`src/rtl/mul_pkg.sv`:
```
// Shared types and default sizing for the sequential shift-add multiplier.
package mul_pkg;

  localparam int MUL_WIDTH = 32;
  localparam int MUL_CNT_W = 6;

  typedef enum logic [1:0] {
    S_IDLE,
    S_RUN,
    S_DONE,
    S_FIX
  } state_e;

endpackage

```
`src/rtl/mul_step_unit.sv`:
```
// One shift-add step: conditional add of the multiplicand into the upper half,
// then a 1-bit logical right shift that keeps the add's carry in the top bit.
module mul_step_unit
  import mul_pkg::*;
#(
  parameter int W = MUL_WIDTH
) (
  input  logic           mark,
  input  logic [W-1:0]   mcand,
  input  logic [2*W-1:0] acc,
  output logic [2*W-1:0] next_acc
);

  logic [W:0] upper;

  always_comb begin
    upper    = {1'b0, acc[2*W-1:W]} + (mark ? {1'b0, mcand} : {(W+1){1'b0}});
    next_acc = {upper, acc[W-1:1]};
  end

endmodule

```
`src/rtl/mul_seq_ctrl.sv`:
```
// Sequential multiplier controller: one add/shift step per clock, start/busy/done handshake.
// Define MUL_SIGNED_EN for a two's-complement multiply with an extra sign-fix cycle.
module mul_seq_ctrl
  import mul_pkg::*;
#(
  parameter int WIDTH = MUL_WIDTH,
  parameter int CNT_W = MUL_CNT_W
) (
  input  logic               clk,
  input  logic               rst_n,
  input  logic               start,
  input  logic [WIDTH-1:0]   multiplicand,
  input  logic [WIDTH-1:0]   multiplier,
  output logic               busy,
  output logic               done,
  output logic [2*WIDTH-1:0] product
);

  state_e             state_q, state_d;
  logic [2*WIDTH-1:0] acc_q, acc_d;
  logic [2*WIDTH-1:0] product_q, product_d;
  logic [WIDTH-1:0]   mcand_q, mcand_d;
  logic [CNT_W-1:0]   cnt_q, cnt_d;
  logic [2*WIDTH-1:0] stepAcc;
  logic [WIDTH-1:0]   opA, opB;

`ifdef MUL_SIGNED_EN
  logic neg_q, neg_d;

  // Magnitudes fit in WIDTH bits unsigned, including the most negative value.
  assign opA = multiplicand[WIDTH-1] ? -multiplicand : multiplicand;
  assign opB = multiplier[WIDTH-1]   ? -multiplier   : multiplier;
`else
  assign opA = multiplicand;
  assign opB = multiplier;
`endif

  mul_step_unit #(.W(WIDTH)) u_step (
    .mark     (acc_q[0]),
    .mcand    (mcand_q),
    .acc      (acc_q),
    .next_acc (stepAcc)
  );

  always_comb begin
    state_d   = state_q;
    acc_d     = acc_q;
    product_d = product_q;
    mcand_d   = mcand_q;
    cnt_d     = cnt_q;
`ifdef MUL_SIGNED_EN
    neg_d     = neg_q;
`endif
    case (state_q)
      S_IDLE, S_DONE: begin
        if (state_q == S_DONE) state_d = S_IDLE;
        if (start) begin
          mcand_d = opA;
          acc_d   = {{WIDTH{1'b0}}, opB};
          cnt_d   = '0;
          state_d = S_RUN;
`ifdef MUL_SIGNED_EN
          neg_d   = multiplicand[WIDTH-1] ^ multiplier[WIDTH-1];
`endif
        end
      end
      S_RUN: begin
        acc_d = stepAcc;
        cnt_d = cnt_q + 1'b1;
        if (cnt_q == CNT_W'(WIDTH - 1)) begin
`ifdef MUL_SIGNED_EN
          state_d = S_FIX;
`else
          state_d   = S_DONE;
          product_d = stepAcc;
`endif
        end
      end
`ifdef MUL_SIGNED_EN
      S_FIX: begin
        product_d = neg_q ? -acc_q : acc_q;
        state_d   = S_DONE;
      end
`endif
      default: state_d = S_IDLE;
    endcase
  end

  always_ff @(posedge clk or negedge rst_n) begin
    if (!rst_n) begin
      state_q   <= S_IDLE;
      acc_q     <= '0;
      product_q <= '0;
      mcand_q   <= '0;
      cnt_q     <= '0;
`ifdef MUL_SIGNED_EN
      neg_q     <= 1'b0;
`endif
    end else begin
      state_q   <= state_d;
      acc_q     <= acc_d;
      product_q <= product_d;
      mcand_q   <= mcand_d;
      cnt_q     <= cnt_d;
`ifdef MUL_SIGNED_EN
      neg_q     <= neg_d;
`endif
    end
  end

  assign busy    = (state_q == S_RUN) || (state_q == S_FIX);
  assign done    = (state_q == S_DONE);
  assign product = product_q;

endmodule

```
`config.mk`:
```
export PLATFORM = sky130hd
export DESIGN_NAME = mul_seq_ctrl
export DESIGN_NICKNAME = d
export VERILOG_FILES = /design/src/rtl/mul_pkg.sv /design/src/rtl/mul_step_unit.sv /design/src/rtl/mul_seq_ctrl.sv
export SDC_FILE = /design/constraint.sdc
export NUM_CORES = 1
export LEC_CHECK = 0
export CAP_MARGIN = 15
export CORE_ASPECT_RATIO = 1.4
export CORE_MARGIN = 2
export CORE_UTILIZATION = 49
export DETAILED_ROUTE_END_ITERATION = 8
export HOLD_SLACK_MARGIN = 0.1
export PLACE_DENSITY = 0.82
export SYNTH_ARGS = -nofsm -noshare
export SYNTH_HDL_FRONTEND = slang
export SYNTH_SLANG_ARGS = --single-unit
```
`constraint.sdc`:
```
create_clock -name clk -period 4.45 [get_ports clk]
set_clock_uncertainty 0.15 [all_clocks]
set_input_delay 0.89 -clock clk [delete_from_list [all_inputs] [get_ports clk]]
set_output_delay 0.89 -clock clk [all_outputs]
set_load 0.01 [all_outputs]
```
== Yosys cells after proc, flatten, opt, wreduce, memory -nomap -nowiden ==
Index checks and enable logic that the tools add are counted.

* Input bits: 67
* Logic and storage cells: 31
* Bits in registers: 168
* Output and inout bits: 66

* Reductions and logical operators: 8
* Mux-type cells: 9
* Add/sub/neg operators: 2
* Eq/ne operators: 7

{| class="wikitable"
|+ Operators by type and width
! operator !! count
|-
| 64-bit case mux with 2 select lines || 1
|-
| 64-bit two-way mux || 1
|-
| 32-bit by 33-bit adder with 33-bit output || 1
|-
| 32-bit two-way mux || 1
|-
| 6-bit case mux with 2 select lines || 1
|-
| 2-bit AND reduction || 4
|-
| 6-bit by 1-bit adder with 6-bit output (second input constant) || 1
|-
| 6-bit by 5-bit == test with 1-bit output (second input constant) || 1
|-
| 2-bit two-way mux || 3
|-
| 6-bit two-way mux || 1
|-
| 2-bit == test (second input constant) || 2
|-
| 2-bit inequality test (second input constant) || 2
|-
| 2-bit case mux with 2 select lines || 1
|-
| 3-bit inequality test (second input constant) || 1
|-
| 2-bit by 1-bit == test with 1-bit output (second input constant) || 1
|-
| 2-bit logical NOT || 1
|-
| 2-bit nonzero test || 1
|-
| 2-bit OR reduction || 1
|-
| 1-bit logical OR || 1
|}

== Logic depth before layout (Yosys ltp) ==
Gate-level depths: netlist (run 1).

* Word-level depth: 4
* Depth in mapped cells: 12
* Gate-level depth less buffers: 11

== Hierarchy ==
A second synthesis (run 1) with hierarchy kept.

* Cells, all modules: 804
* Area total of the unflattened synthesis: 8,872.3 um^2

{| class="wikitable"
|+ Modules (own cells, without submodules)
! module !! times used !! area each (um^2) !! sequential area each (um^2) !! cells an instance
|-
| mul_seq_ctrl || 1 || 6,650.1 || 4,204.0 || 483
|-
| mul_step_unit || 1 || 2,222.1 || 0.0 || 321
|}

== Least setup slack after synthesis (run 1) ==
Ideal clock, no wire load.

* Path type: reg2reg
* Start: reg acc_q[0]
* End: reg product_q[59] (netlist: product[59])
* Period minus slack after synthesis: 3.067 ns
* Path buffers: 1
* Required time: 4.175 ns
* Cell stages (with the launch flop): 13
* Data arrival time: 2.792 ns
* Path slack: 1.383 ns
* Cell sequence: dfrtp_1 clkbuf_1 and2_1 ha_1 fa_1 a21o_1 a221oi_4 o22a_4 o211ai_4 a31oi_4 o21ai_2 xor2_1 mux2_2

* Longest elaborated chain between the ends: 2

{| class="wikitable"
|+ RTL lines
! item !! line !! text
|-
| from (decl) || mul_seq_ctrl.sv:20 || <nowiki>logic [2*WIDTH-1:0] acc_q, acc_d;</nowiki>
|-
| from (signal assigned) || mul_seq_ctrl.sv:92 || <nowiki>acc_q <= '0;</nowiki>
|-
| from (signal assigned) || mul_seq_ctrl.sv:101 || <nowiki>acc_q <= acc_d;</nowiki>
|-
| 32-bit two-way mux || mul_step_unit.sv:17 || <nowiki>upper = {1'b0, acc[2*W-1:W]} + (mark ? {1'b0, mcand} : {(W+1){1'b0}});</nowiki>
|-
| 32-bit by 33-bit adder with 33-bit output || mul_step_unit.sv:17 ||
|-
| to (signal assigned) || mul_seq_ctrl.sv:102 || <nowiki>product_q <= product_d;</nowiki>
|-
| to (decl) || mul_seq_ctrl.sv:21 || <nowiki>logic [2*WIDTH-1:0] product_q, product_d;</nowiki>
|}

Every way passes these cells.
A chain may end at the register's enable or synchronous reset.

== Worst setup path after layout (run 1) ==
Same ends and word-level chain as after synthesis.

==> key figures, run 1 <==
Layout
  – Register area: 4200 um^2
  – Layout cell share with drive strength beyond 1: 0.0716
  – Multi-input logic area: 4030 um^2
  – Area grow syn2layout: 24.8%
  – Final instance area: 10500 um^2
  – Final Non-Filler Cells: about 1300
  – Finished Core Util: 0.626
  – # diodes: 0
  – Net count, final: approximately 1100
  – # fillers: 1416

CTS
  – TritonCTS Buffers: 17
  – Reg clk slew, reported paths: 70 ps
  – Post-CTS setup buffer count: 0
  – Post-CTS Hold Buffers: 0
  – Worst-Skew Late Latency: 440 ps
  – Root buffer cell: clkbuf_16
  – CTS tree: done
  – # resized after CTS: 0
  – Clock sinks: 168
  – Clk buf depth: 2
  – # H-tree levels: 4

STA
  – Min Hold Slack: 322 ps
  – # setup viols final: 0
  – Max Slew Vio Count: 0
  – Worst slew margin: 0.390
  – Fin crit share: 0.772
  – Minimum clock period: about 3400 ps
  – Slew @ Worst Pin: 915 ps
  – Fmax: 0.291 GHz
  – RSZ-0062 raised after global routing: no
  – Hold Fails Final Rpt: 0
  – Setup TNS: 0 ps
  – Post-route setup slack: a little over 1000 ps

Floorplanning
  – Die height: 159 um
  – Total core area: 16800 um^2
  – Initial core utilization: 0.502
  – Area of the die: 18300 um^2
  – Die width: approximately 110 um
  – FP Rows: 56
  – Ports: between 100 and 150

Setup path
  – Crit path required time: between 4000 and 5000 ps
  – Max FO, Critical Path: 23
  – Startpoint Class: flip-flop
  – R2r worst-path depth: 11
  – Crit path cell chain: and2_1, ha_1, fa_1, a21o_1, a221oi_4, o22a_4, o211ai_4, a31oi_4, o21ai_2, xor2_1, mux2_2
  – Worst EP arrival: 3600 ps
  – Crit path kind: reg -> reg
  – Worst r2r dst: product[59]$_DFFE_PN0P_
  – Launch point of the worst reg-to-reg path: acc_q[0]$_DFFE_PN0P_
  – Worst path bufs/invs: 0
  – Cell family with the largest share of critical-path delay: compound AO/OA/AOI/OAI gates
  – CP peak stage delay: 610 ps
  – Reg2Reg Setup Slack: around 1000 ps
  – CP max-delay cell: dfrtp_1
  – Crit end category: flip-flop
  – Worst setup path startpoint: acc_q[0]$_DFFE_PN0P_

Power
  – P per Cell Area: 704 nW/um^2
  – Gate power share: 0.447
  – Power share of the clock group: 0.198
  – Final total power: approximately 7.4 mW
  – Total internal power: 4.56 mW
  – Switch share: 0.385
  – Net Sw Power: 2.85 mW
  – Seq pwr share: 0.355
  – Leakage: between 5 and 6 nW
  – Worst VDD drop: 365 uV

Place
  – DPL Wire Length: 14200 um
  – Placer Congestion: about 0.9
  – Placed Cells: 1217
  – Port buffer count: 132
  – DP Worst Slack: 1000 ps
  – Placed inst area: 9930 um^2

Global routing
  – Largest net degree at the start of global routing: 87
  – Initial antenna violation count: 0
  – Vias in the first global route: between 7000 and 8000
  – GRT Util Overall: 0.232
  – First-pass GRT wire length: 34000 um
  – Total global routing overflow: 0

Yosys
  – Simple-Gate Fraction of Synth Area: 0.226
  – Synth top area cells: dfrtp_1 50%, nand2_1 15%, ha_1 4.9%
  – Cell variety after synth: 59
  – Ys Warns: 0
  – Top-count cell post-synth: nand2_1
  – Multiplexer share of the synthesized area: 0.0107
  – Register area share after synthesis: 0.498
  – FF+latch count, synth: 168
  – Syn nets: 1026
  – Yosys top cell area share: 0.498
  – Mapped cell area: 8440 um^2
  – Post-Synth XOR/XNOR Area: 0.0301
  – Count of flip-flops with a built-in enable after synthesis: 0
  – Syn Area/Cell: 9.13 um^2
  – Synth Area in Adders: 0.0513
  – Top post-synthesis cells by count: 341 x nand2_1, 168 x dfrtp_1, 38 x clkbuf_1
  – Ys async rst share: 1.00
  – Post-synthesis compound-gate area fraction: 0.156
  – Largest family of logic cells by synthesized area: simple AND/OR/NAND/NOR gates
  – Synth Flop Type: dfrtp_1
  – Cell type with the highest aggregate area in the netlist: dfrtp_1
  – Cells after Synth: 925

Detailed routing
  – Wirelength per Cell: 16.4 um
  – Remaining DRCs: 0
  – Initial DRC count: 433
  – Final WL: 20500 um
  – Drt first pass iters: 6
  – Vias: 6948
  – Vias per cell: 5.56
  – Final ANT Viol Nets: 0

Run status
  – Status: finished clean

Hold path
  – Hold Path Cell Cnt: 2
  – Hold wc startpoint: product[48]$_DFFE_PN0P_
  – Hold path endpoint: product[48]$_DFFE_PN0P_
  – Hold Path Class: reg -> reg

Job
  – Max-Cap Viols: 0
==> worst reg2reg max path: cells and delay by family (launching register included) <==
family / cells / cell delay [ps]
xor gates and xnor gates: 1 / 150
and+or+nand+nor: 1 / 260
muxes: 1 / 260
DFF: 1 / 610
AOI/OAI and AO/OA: 6 / 1290
adders and majority gates: 2 / 610
==> cell type report <==
class                   instances  share of cell area
well taps                     203              0.0241
inverters                       7             0.00249
repair buffers                144               0.136
clock inverters                14              0.0153
flip-flops and latches        168               0.399
multi-input cells             696               0.382
clock buffers                  18              0.0407
==> power groups by stage <==
| stage | registers, mW | clock network (mW) | logic, mW |
|---|---|---|---|
| 2_1_floorplan | 2.66 | 0 | 2.08 |
| 3_3_place_gp | 2.64 | 0 | 3.21 |
| 3_5_place_dp | 2.64 | 0 | 3.31 |
| 4_1_cts | 2.64 | 1.49 | 3.32 |
| 5_1_grt | 2.72 | 1.56 | 3.67 |
| 6_report | 2.63 | 1.47 | 3.31 |
==> placed cells by master (no fill, tap or decap), drive strengths merged, types with 13 or more instances in the layout <==
master         netlist  layout
a21oi               30      30
a22o                26      26
a22oi               32      32
and2                33      33
buf                 16      13
clkbuf              38      18
clkdlybuf4s50        0     131
dfrtp              168     168
ha                  33      33
inv                  7      13
nand2              341     341
nand3               16      16
nor2                21      21
o21ai               33      33
xnor2               15      15
xor2                14      14
==> sequential cells by signal, summed over array words and instances (netlist names) <==
name     flops
mcand_q     32
state_q      2
acc_q       64
cnt_q        6
product     64
==> layer usage <==
layer  wire [um]  GRT usage  vias up
li1            -          -     3355
met1        8510      0.281     3356
met2       10500      0.393      191
met3         892     0.0472       46
met4         652      0.105        0
met5           0          0        -
==> worst max-delay path by stage <==
stage	endpoint	slack (ps)	cells past startpoint
after global placement	product[59]$_DFFE_PN0P_	1100	11
after global routing	product[62]$_DFFE_PN0P_	820	10
after floorplan	product[59]$_DFFE_PN0P_	1380	12
after detailed placement	product[59]$_DFFE_PN0P_	1000	11
final	product[59]$_DFFE_PN0P_	1010	11
after CTS	product[59]$_DFFE_PN0P_	980	11
==> kinds of logic after synthesis <==
family,Yosys count
xor+xnor,29
compound gates,178
mux,8
buf+inv,61
simple gates,447
flops,168
fa+ha+maj,34
(Power assumes the default switching activity.)
==> run 2: changes to the inputs <==
==> constraint.sdc (replaced) <==
create_clock -name clk -period 3.5 [get_ports clk]
set_clock_uncertainty 0.15 [all_clocks]
set_input_delay 0.7 -clock clk [delete_from_list [all_inputs] [get_ports clk]]
set_output_delay 0.7 -clock clk [all_outputs]
set_load 0.01 [all_outputs]
==> run 2 against run 1 <==
Critical path depth rose by 2; sequential share of layout area fell by 0.50 points; worst setup slack worse by 790 ps; routed wire length increased by 0.67%; largest power group unchanged.
==> key figures, run 2 (same netlist as run 1, synthesis figures left out) <==
Run status
  – Status: finished clean

CTS
  – Post-CTS Hold Buffers: 0
  – Clk buf depth: 2
  – Worst-Skew Late Latency: around 440 ps
  – Root buffer cell: clkbuf_16
  – CTS tree: done
  – TritonCTS Buffers: 17
  – # resized after CTS: 0
  – Post-CTS setup buffer count: 0
  – # H-tree levels: 4
  – Reg clk slew, reported paths: 70 ps
  – Clock sinks: roughly 170

Global routing
  – Vias in the first global route: 7127
  – Largest net degree at the start of global routing: 70
  – GRT Util Overall: 0.237
  – First-pass GRT wire length: 34600 um
  – Initial antenna violation count: 0
  – Total global routing overflow: 0

Power
  – Leakage: 5.12 nW
  – Final total power: 9.60 mW
  – Worst VDD drop: 402 uV
  – Net Sw Power: 3.76 mW
  – Gate power share: 0.457
  – Switch share: 0.391
  – Seq pwr share: 0.345
  – P per Cell Area: 900 nW/um^2
  – Total internal power: 5.84 mW
  – Power share of the clock group: 0.198

Detailed routing
  – Drt first pass iters: 5
  – Initial DRC count: 420
  – Remaining DRCs: 0
  – Vias: 6951
  – Final ANT Viol Nets: 0
  – Wirelength per Cell: 16.4 um
  – Final WL: between 20000 and 25000 um
  – Vias per cell: 5.50

Setup path
  – Crit path kind: reg -> reg
  – Worst r2r dst: acc_q[41]$_DFFE_PN0P_
  – Reg2Reg Setup Slack: 220 ps
  – R2r worst-path depth: 13
  – Worst EP arrival: 3400 ps
  – Crit end category: flip-flop
  – Max FO, Critical Path: 13
  – Launch point of the worst reg-to-reg path: acc_q[0]$_DFFE_PN0P_
  – Startpoint Class: flip-flop
  – Crit path required time: between 3000 and 4000 ps

Layout
  – Layout cell share with drive strength beyond 1: 0.0840
  – Most frequent cells in the layout: 340 x nand2_1, 168 x dfrtp_1, 131 x clkdlybuf4s50_1
  – Most common cell after layout, fill and taps aside: nand2_1
  – Final Non-Filler Cells: 1263
  – Area grow syn2layout: 26.3%
  – Net count, final: about 1100
  – # diodes: 0

Floorplanning
  – Initial core utilization: 0.502
  – Ports: 133
  – Area of the die: 18300 um^2
  – Die width: 115 um
  – Die height: 159 um
  – Total core area: 16800 um^2
  – FP Rows: 56

Place
  – Placer Congestion: approximately 0.9
  – Port buffer count: 132
  – Placed Cells: around 1200
  – DPL Wire Length: 14300 um

Hold path
  – Hold Path Class: in -> async

STA
  – Min Hold Slack: 92.4 ps
  – Fmax: slightly above 0.3 GHz
  – Minimum clock period: 3280 ps
  – Fin crit share: 0.936
  – Worst slew margin: 0.517
  – RSZ-0062 raised after global routing: no
  – # setup viols final: 0
  – Max Slew Vio Count: 0
  – Slew @ Worst Pin: about 720 ps
  – Setup TNS: 0 ps
  – Hold Fails Final Rpt: 0

Job
  – Max-Cap Viols: 0
==> run 2: cell types whose count changed in the layout (fill, tap and decap cells not counted), sizes merged <==
cell	previous run	this run
inv	13	11
clkinv	5	11
buf	13	26
bufinv	1	0
clkbuf	18	17
clkinvlp	2	0
==> run 2: worst max-delay path by stage <==
stage / startpoint / end / slack [ps]
6_report: acc_q[0]$_DFFE_PN0P_ / acc_q[41]$_DFFE_PN0P_ / 220
3_3_place_gp: acc_q[0]$_DFFE_PN0P_ / product[59]$_DFFE_PN0P_ / 380
4_1_cts: acc_q[0]$_DFFE_PN0P_ / product[41]$_DFFE_PN0P_ / 270
3_5_place_dp: acc_q[0]$_DFFE_PN0P_ / product[59]$_DFFE_PN0P_ / 310
5_1_grt: acc_q[0]$_DFFE_PN0P_ / product[41]$_DFFE_PN0P_ / 100
2_1_floorplan: acc_q[0]$_DFFE_PN0P_ / product[59]$_DFFE_PN0P_ / 430
==> run 2: cell type report <==
class	count	area (um^2)
Fill cell	1390	6150
Sequential cell	168	4200
Multi-Input combinational cell	696	4030
Timing Repair Buffer	157	1540
Clock buffer	17	425
Tap cell	203	254
Clock inverter	15	196
Inverter	7	26.3
==> run 2: through the flow <==
step,worst slack (ps),util,instance area [um^2]
4_1_cts,269,0.634,10700
6_report,224,0.634,10700
3_3_place_gp,380,0.597,10000
5_1_grt,100,0.634,10700
3_5_place_dp,315,0.597,10000
2_1_floorplan,433,-,8440
==> run 2: routing by layer <==
metal  up-vias  track usage  share of wire
met1      3383        0.287           0.42
met4         0       0.0964          0.026
met3        40       0.0487          0.038
met5         -            0              0
li1       3376            -              -
met2       152        0.407           0.52
==> run 2: worst max-delay path, cell delays in order (launching register included) <==
cell,delay [ps]
dfrtp_1,380
buf_4,170
and2_1,140
ha_1,210
fa_1,410
a21o_1,240
a221oi_4,290
buf_4,190
nor2b_1,40
o21a_1,180
o21a_1,190
o211ai_1,210
o41a_1,210
a31oi_1,90
==> run 2: power groups by stage <==
stage	clock [mW]	sequential, mW	combinational (mW)
finish	1.90	3.32	4.38
global route	2.02	3.42	4.84
CTS	1.93	3.32	4.39
detailed placement	0	3.33	4.37
global placement	0	3.32	4.26
floorplan	0	3.38	2.65
==> run 3: changes to the inputs <==
--- a/config.mk
+++ b/config.mk
@@ -5,13 +5,14 @@
 export SDC_FILE = /design/constraint.sdc
 export NUM_CORES = 1
 export LEC_CHECK = 0
+export ABC_AREA = 0
 export CAP_MARGIN = 15
 export CORE_ASPECT_RATIO = 1.4
 export CORE_MARGIN = 2
-export CORE_UTILIZATION = 49
+export CORE_UTILIZATION = 54
 export DETAILED_ROUTE_END_ITERATION = 8
 export HOLD_SLACK_MARGIN = 0.1
-export PLACE_DENSITY = 0.82
+export PLACE_DENSITY = 0.88
 export SYNTH_ARGS = -nofsm -noshare
 export SYNTH_HDL_FRONTEND = slang
 export SYNTH_SLANG_ARGS = --single-unit
==> run 3 against run 2 <==
Worst setup slack better by 32 ps; non-clock buffer count is 1 lower; power is 1.0% higher; sequential cell count unchanged; cell count down 0.63%; register-to-register slack improved by 30 ps; largest power group unchanged; via count up 2.6%; critical endpoint is now product[41]$_DFFE_PN0P_; final area down 0.12%; routed wire length increased by 3.3%; largest cell class unchanged; fmax up 0.99%; sequential share of layout area barely moved.
==> key figures, run 3 (same netlist as run 1, synthesis figures left out) <==
Hold path
  – Hold Path Class: reg -> reg
  – Hold Path Cell Cnt: 2

Power
  – Switch share: 0.392
  – Leakage: 5.12 nW
  – Gate power share: 0.457
  – Worst VDD drop: ~560 uV
  – Net Sw Power: 3.80 mW
  – Seq pwr share: 0.344
  – Total internal power: 5.90 mW
  – Power share of the clock group: 0.200
  – P per Cell Area: 910 nW/um^2

Setup path
  – CP peak stage delay: between 400 and 500 ps
  – Worst EP arrival: 3380 ps
  – CP Depth: 13
  – Crit path required time: 3630 ps
  – Crit path cell chain: buf_4, and2_1, ha_1, fa_1, a21o_1, a221oi_4, buf_4, nor2b_1, o21a_1, o21a_1, o211ai_1, o41a_1, o21ai_0
  – R2r worst-path depth: 13
  – Crit end category: flip-flop
  – Crit path kind: reg -> reg
  – Cell family with the largest share of critical-path delay: compound AO/OA/AOI/OAI gates
  – CP max-delay cell: fa_1
  – Startpoint Class: flip-flop
  – Worst path bufs/invs: 2
  – Max FO, Critical Path: 15

STA
  – Min Hold Slack: 323 ps
  – Hold Fails Final Rpt: 0
  – Minimum clock period: 3240 ps
  – Slew @ Worst Pin: 732 ps
  – RSZ-0062 raised after global routing: no
  – Fin crit share: 0.927
  – Worst slew margin: 0.512
  – # setup viols final: 0
  – Post-route setup slack: 256 ps
  – Setup TNS: 0 ps
  – Max Slew Vio Count: 0
  – Fmax: between 0.3 and 0.4 GHz

Layout
  – # fillers: 1174
  – Area grow syn2layout: 26.2%
  – Most common cell after layout, fill and taps aside: nand2_1
  – Most frequent cells in the layout: 340 x nand2_1, 168 x dfrtp_1, 131 x clkdlybuf4s50_1
  – Multi-input logic area: 4030 um^2
  – # diodes: 0
  – Layout cell share with drive strength beyond 1: 0.0822
  – Final Non-Filler Cells: 1255
  – Register area: 4200 um^2
  – Net count, final: 1147

CTS
  – Worst-Skew Late Latency: roughly 440 ps
  – Clock sinks: 168
  – # H-tree levels: 4
  – TritonCTS Buffers: 17
  – CTS tree: done
  – Clk buf depth: 2
  – Reg clk slew, reported paths: 70 ps
  – Post-CTS setup buffer count: 0
  – # resized after CTS: 0
  – Root buffer cell: clkbuf_16

Detailed routing
  – Vias: 7135
  – Initial DRC count: 409
  – Final ANT Viol Nets: 0
  – Drt first pass iters: 5
  – Vias per cell: 5.69
  – WL met1: 8060 um
  – Final WL: ~21000 um
  – DR WL met2: 11500 um
  – Wirelength per Cell: 17.0 um
  – Top Layer Used: met4
  – Met3 routed WL: between 1000 and 1500 um
  – Remaining DRCs: 0

Run status
  – Status: finished clean

Floorplanning
  – Ports: around 130
  – FP Rows: 54
  – Initial core utilization: 0.546
  – Total core area: roughly 15000 um^2
  – Area of the die: around 17000 um^2
  – Die height: 152 um
  – Die width: 110 um

Place
  – DPL Wire Length: 14600 um
  – DP Worst Slack: between 300 and 400 ps
  – Placed Cells: 1222
  – Port buffer count: roughly 130
  – Placer Congestion: 0.947

Global routing
  – GRT Util Overall: 0.270
  – Vias in the first global route: 7471
  – Total global routing overflow: 0
  – Initial antenna violation count: 0
  – Largest net degree at the start of global routing: between 60 and 70
  – First-pass GRT wire length: 35400 um

Job
  – Max-Cap Viols: 0
-- run 3: worst reg2reg max path: stages (launching register included) --
cell and delay, ps:
dfrtp_1 390, buf_4 190, and2_1 160, ha_1 210, fa_1 410, a21o_1 230
a221oi_4 280, buf_4 180, nor2b_1 40, o21a_1 180, o21a_1 190, o211ai_1 170
o41a_1 220, o21ai_0 100
-- run 3: metrics by stage --
step	util	cell area [um^2]	power, mW
finish	0.689	10700	9.70
global placement	0.648	10000	7.52
floorplan	-	8440	6.03
detailed placement	0.648	10000	7.71
global route	0.689	10700	10.3
CTS	0.689	10700	9.71
-- run 3: cell type report --
class	count	share of cell area
Multi-Input combinational cell	696	0.378
Clock inverter	15	0.0186
Sequential cell	168	0.395
Inverter	7	0.00247
Timing Repair Buffer	156	0.144
Clock buffer	17	0.0399
Tap cell	196	0.0230
-- run 3: worst paths after layout --
check | start | to | slack (ps)
setup / recovery | acc_q[0]$_DFFE_PN0P_ | product[41]$_DFFE_PN0P_ | 260
hold / removal | mcand_q[0]$_DFFE_PN0P_ | mcand_q[0]$_DFFE_PN0P_ | 320
setup reg to reg | acc_q[0]$_DFFE_PN0P_ | product[41]$_DFFE_PN0P_ | 260
hold reg to reg | mcand_q[0]$_DFFE_PN0P_ | mcand_q[0]$_DFFE_PN0P_ | 320
max in group asynchronous | rst_n | acc_q[39]$_DFFE_PN0P_ | 1740
min in group asynchronous | rst_n | mcand_q[24]$_DFFE_PN0P_ | 640
-- run 3: repair_timing --
action	in CTS	in global routing
hold buffers	1	0
endpoints found under the setup margin	0	0
endpoints found under the hold margin	51	0
-- run 3: power groups by stage --
stage / Clock (mW) / Combinational (mW) / Sequential [mW]
2_1_floorplan: 0 / 2.65 / 3.38
3_3_place_gp: 0 / 4.20 / 3.32
3_5_place_dp: 0 / 4.38 / 3.33
4_1_cts: 1.96 / 4.42 / 3.33
5_1_grt: 2.04 / 4.85 / 3.43
6_report: 1.94 / 4.43 / 3.33
-- run 3: layer usage --
metal | vias up | global-route usage
li1 | 3377 | -
met1 | 3482 | 0.309
met2 | 220 | 0.470
met3 | 56 | 0.0549
met4 | 0 | 0.129
met5 | - | 0
